**src/rtl/rr_arbiter_4_seg.sv**
```systemverilog
// Four-way round-robin arbiter with a per-owner quantum limit.
// Shows the granted index on an active-low 7-segment digit, or a dash when idle.
module rr_arbiter_4_seg #(
  parameter int QUANTUM = 8,
  parameter int CW      = 8
) (
  input  logic       clk,
  input  logic       rst_n,
  input  logic [3:0] req,
  output logic [3:0] gnt,
  output logic [1:0] gnt_idx,
  output logic       gnt_valid,
  output logic [6:0] seg
);

  typedef enum logic {IDLE, BUSY} state_t;

  localparam logic [CW-1:0] QMAX = CW'(QUANTUM);
  localparam logic [CW-1:0] ONE  = CW'(1);

  state_t        r_state, w_stateNext;
  logic [1:0]    r_ptr, w_ptrNext;
  logic [CW-1:0] r_cnt, w_cntNext;
  logic [3:0]    r_gnt, w_gntNext;
  logic [1:0]    r_idx, w_idxNext;
  logic [3:0]    w_others;
  logic [1:0]    w_afterOwner;

  // First set bit of m, scanning upward from start and wrapping modulo 4.
  function automatic logic [1:0] pickNext(input logic [3:0] m, input logic [1:0] start);
    logic [1:0] sel;
    logic [1:0] cand;
    sel = start;
    for (int i = 3; i >= 0; i--) begin
      cand = start + 2'(i);
      if (m[cand]) sel = cand;
    end
    return sel;
  endfunction

  assign w_others     = req & ~r_gnt;
  assign w_afterOwner = r_idx + 2'd1;

  always_ff @(posedge clk or negedge rst_n) begin
    if (!rst_n) begin
      r_state <= IDLE;
      r_ptr   <= 2'd0;
      r_cnt   <= '0;
      r_gnt   <= 4'b0000;
      r_idx   <= 2'd0;
    end else begin
      r_state <= w_stateNext;
      r_ptr   <= w_ptrNext;
      r_cnt   <= w_cntNext;
      r_gnt   <= w_gntNext;
      r_idx   <= w_idxNext;
    end
  end

  always_comb begin
    w_stateNext = r_state;
    w_ptrNext   = r_ptr;
    w_cntNext   = r_cnt;
    w_gntNext   = r_gnt;
    w_idxNext   = r_idx;
    case (r_state)
      IDLE: begin
        if (|req) begin
          w_idxNext   = pickNext(req, r_ptr);
          w_gntNext   = 4'b0001 << w_idxNext;
          w_cntNext   = ONE;
          w_stateNext = BUSY;
        end
      end
      BUSY: begin
        if (!req[r_idx]) begin
          // Release: the pointer moves past the owner before the re-search.
          w_ptrNext = w_afterOwner;
          if (|req) begin
            w_idxNext = pickNext(req, w_afterOwner);
            w_gntNext = 4'b0001 << w_idxNext;
            w_cntNext = ONE;
          end else begin
            w_gntNext   = 4'b0000;
            w_cntNext   = '0;
            w_stateNext = IDLE;
          end
        end else if (r_cnt == QMAX) begin
          w_cntNext = ONE;
          if (|w_others) begin
            w_ptrNext = w_afterOwner;
            w_idxNext = pickNext(w_others, w_afterOwner);
            w_gntNext = 4'b0001 << w_idxNext;
          end
        end else if (r_cnt < QMAX) begin
          w_cntNext = r_cnt + ONE;
        end
      end
      default: w_stateNext = IDLE;
    endcase
  end

  assign gnt       = r_gnt;
  assign gnt_idx   = r_idx;
  assign gnt_valid = |r_gnt;

  always_comb begin
    seg = 7'b0111111;
    if (gnt_valid) begin
      case (r_idx)
        2'd0: seg = 7'b1000000;
        2'd1: seg = 7'b1111001;
        2'd2: seg = 7'b0100100;
        2'd3: seg = 7'b0110000;
        default: seg = 7'b0111111;
      endcase
    end
  end

endmodule

```
**config.mk**
```make
export PLATFORM = sky130hd
export DESIGN_NAME = rr_arbiter_4_seg
export DESIGN_NICKNAME = d
export VERILOG_FILES = /design/src/rtl/rr_arbiter_4_seg.sv
export SDC_FILE = /design/constraint.sdc
export NUM_CORES = 1
export LEC_CHECK = 0
export BUFFER_PORTS_ARGS = -buffer_cell sky130_fd_sc_hd__buf_2
export CORE_AREA = 5 5 58 60
export CTS_CLUSTER_DIAMETER = 50
export CTS_CLUSTER_SIZE = 16
export DETAILED_ROUTE_END_ITERATION = 16
export DIE_AREA = 0 0 63 65
export PLACE_DENSITY = 0.74
export REMOVE_ABC_BUFFERS = 1
export SETUP_SLACK_MARGIN = 0.4
export SLEW_MARGIN = 20
export SYNTH_ARGS = -nofsm -noshare
export SYNTH_HDL_FRONTEND = slang
export SYNTH_SLANG_ARGS = --single-unit
```
**constraint.sdc**
```tcl
create_clock -name clk -period 3 [get_ports clk]
set_clock_uncertainty 0.05 [all_clocks]
set_input_delay 0.15 -clock clk [delete_from_list [all_inputs] [get_ports clk]]
set_output_delay 0.15 -clock clk [all_outputs]
set_load 0.01 [all_outputs]
```
==> metrics.csv <==
metric,value,unit
"critical path fanouts, max",18,
first-pass GRT wire length,6651,um
number of failing setup endpoints in the final timing report,0,
Yosys top cell by area,sky130_fd_sc_hd__dfrtp_1,
share of synthesized registers carrying an async set or reset,1.000,
Starting Density,0.5217,
final hold vios,0,
later-pin clock latency in the skew report,290,ps
Row Count,20,
combined area of all synthesized cells,1501,sq um
overall die area,4095,sq um
Synthesis Warnings,0,
residual DRC count,0,
number of distinct standard cells referenced by the synthesized netlist,46,
overflow left after global routing,0,
n_diodes,0,
slew of the pin with the lowest slew margin,601.0,ps
nets@finish,213,
Synth Register Bits,17,
setup tns final,0,ps
proportion of synthesized chip area in sequential cells,0.2833,
Iter 0 DRT Violations,148,
number of global-route vias before repair,1369,
Port Buf Inserts,19,
CTS HTree Levels,1,
initial antenna violation count,0,
average detailed-routed wire length per instance,16.41,um
height of the die,65,um
most frequently used cell type in the post-synthesis netlist,sky130_fd_sc_hd__nor2_1,
max-slew violation total from the final report,0,
share of the clock period used by the worst path,0.7691,
number of buffers between clock root and the deepest sink,2,
CTS tree,done,
leakage,0.7070,nW
Total Power Consumption,0.001708,W
fmax,0.4334,GHz
start of the worst register-to-register path,gnt_idx[1]$_DFFE_PN0P_,
final weighted congestion in routability-driven placement,0.8844,
VDD IR max,737.9,uV
crit path DAT,2440,ps
leading register cell type out of synthesis,sky130_fd_sc_hd__dfrtp_1,
number of synthesized flops with an enable pin,0,
first-pass detailed-route iteration total,5,
area of the core region,2878,sq um
status,completed,
vias per cell,6.416,
buffer cell driving the clock tree root,sky130_fd_sc_hd__clkbuf_4,
horizontal die dimension,63,um
worst min-delay path category,in -> async,
Critical path origin,gnt_idx[1]$_DFFE_PN0P_,
clock slew seen by the registers of the worst setup and hold paths,110,ps
remaining antenna violation count after routing,0,
max-cap violation count,0,
cts bufs inserted,3,
clk sink count,17,
Setup crit start kind,register,
via total after detailed routing,1495,
buffer count from post-CTS setup fixing,0,
final HPWL from detailed placement,2943,um
total I/O pin count,20,
syn avg cell area,8.072,sq um
synth top area cells,"sky130_fd_sc_hd__dfrtp_1, sky130_fd_sc_hd__o21ai_0, sky130_fd_sc_hd__ha_1",
GRT Util Overall,0.1977,
proportion of layout cells with a drive suffix above 1,0.1700,
Slew headroom,0.5994,
Crit Path Class,reg -> reg,
post-synth top area share,0.2833,
top post-synthesis cells by count,"sky130_fd_sc_hd__nor2_1, sky130_fd_sc_hd__dfrtp_1, sky130_fd_sc_hd__o21ai_0",
ratio of total power to cell area,1041,nW/um^2
unrepaired setup endpoints after global routing,false,
CP endpoint kind,register,
"Req. time, crit path",3140,ps
Period minus WS final,2307,ps
area delta synth->final,9.250,%
aggregate routed wire length,3824,um
maximum number of pins on one net before global-route repair,19,
count of mapped cells out of synthesis,186,
==> placed cells by master (no fill, tap or decap), types with 4 or more instances in the layout <==
| master | synthesis | routed |
|---|---|---|
| sky130_fd_sc_hd__nor2_1 | 19 | 19 |
| sky130_fd_sc_hd__buf_2 | 3 | 19 |
| sky130_fd_sc_hd__o21ai_0 | 17 | 17 |
| sky130_fd_sc_hd__dfrtp_1 | 17 | 17 |
| sky130_fd_sc_hd__inv_1 | 13 | 13 |
| sky130_fd_sc_hd__nand2_1 | 13 | 13 |
| sky130_fd_sc_hd__nor2b_1 | 12 | 12 |
| sky130_fd_sc_hd__a21oi_1 | 9 | 9 |
| sky130_fd_sc_hd__nor3_1 | 8 | 7 |
| sky130_fd_sc_hd__nand2b_1 | 6 | 6 |
| sky130_fd_sc_hd__o22ai_1 | 6 | 6 |
| sky130_fd_sc_hd__nand3_1 | 5 | 5 |
| sky130_fd_sc_hd__ha_1 | 6 | 5 |
| sky130_fd_sc_hd__o21a_1 | 4 | 4 |
| sky130_fd_sc_hd__o211ai_1 | 4 | 4 |
==> layout make-up <==
class	instances	area [sq um]
Clock buffer	3	22.52
Tap cell	33	41.29
Inverter	13	48.80
Multi-Input combinational cell	145	984.7
Timing Repair Buffer	21	112.6
Fill cell	259	1237
Sequential cell	17	425.4
Clock inverter	1	5.005
==> layer usage <==
layer / up-vias / part of all wire / global-route usage
met5: - / 0 / 0
met2: 71 / 0.49 / 0.3346
met3: 10 / 0.068 / 0.02773
met1: 701 / 0.41 / 0.2473
met4: 0 / 0.028 / 0.09019
li1: 713 / - / -
==> where the power goes <==
part / switching, W / internal (W)
combinational: 0.000688 / 0.000488
clock: 0.0000784 / 0.0000496
sequential: 0.0000981 / 0.000305
==> state kept, by name (all words and copies together), names as in the netlist <==
| register | count |
|---|---|
| gnt | 4 |
| gnt_idx | 2 |
| r_ptr | 2 |
| r_cnt | 8 |
| r_state | 1 |
==> worst max-delay path, stage by stage (launching register included) <==
cell                       delay (ps)
sky130_fd_sc_hd__dfrtp_1          480
sky130_fd_sc_hd__inv_1            140
sky130_fd_sc_hd__ha_4             390
sky130_fd_sc_hd__nand2b_1         150
sky130_fd_sc_hd__o21ai_0           80
sky130_fd_sc_hd__a222oi_1         490
sky130_fd_sc_hd__nor3_1            80
sky130_fd_sc_hd__a221oi_1         260
sky130_fd_sc_hd__nor3_1            80
==> per-stage QoR <==
step	utilization	instances	hold WS [ps]	setup WS, ps	instance area [sq um]
finish	0.5700	233	253.0	692.6	1640
global route	0.5700	233	284.8	508.8	1640
CTS	0.5639	233	238.3	508.4	1623
detailed placement	0.5509	228	45.39	527.3	1585
global placement	0.5509	228	32.48	612.3	1585
floorplan	-	175	-195.6	446.7	1441
==> final timing paths <==
kind | endpoint | slack (ps) | cells after the start
max | gnt[2]$_DFFE_PN0P_ | 690 | 8
max reg2reg | gnt[2]$_DFFE_PN0P_ | 690 | 8
min | gnt[3]$_DFFE_PN0P_ | 250 | 2
min reg2reg | r_cnt[7]$_DFFE_PN0P_ | 470 | 1
min in group clk | r_state$_DFF_PN0_ | 250 | 3
max in group asynchronous | r_ptr[1]$_DFFE_PN0P_ | 2370 | 2
==> cell families (layout without fill, tap and decap cells) <==
| family | count (synthesis) | count (layout) | share of synthesized area |
|---|---|---|---|
| muxes | 2 | 2 | 0.03000 |
| buffers and inverters | 24 | 38 | 0.07250 |
| and+or+nand+nor | 72 | 72 | 0.2542 |
| adders and majority gates | 6 | 6 | 0.05000 |
| AOI/OAI and AO/OA | 64 | 64 | 0.3042 |
| xor gates and xnor gates | 1 | 1 | 0.005834 |
| DFF | 17 | 17 | 0.2833 |
==> what timing repair did <==
| item | in CTS | in global routing |
|---|---|---|
| setup endpoints to repair | 0 | 5 |
| resized for setup | 0 | 3 |
| endpoints found under the hold margin | 17 | 0 |
| hold buffers | 1 | 0 |
No activity file was read; power rests on OpenSTA's default activity.
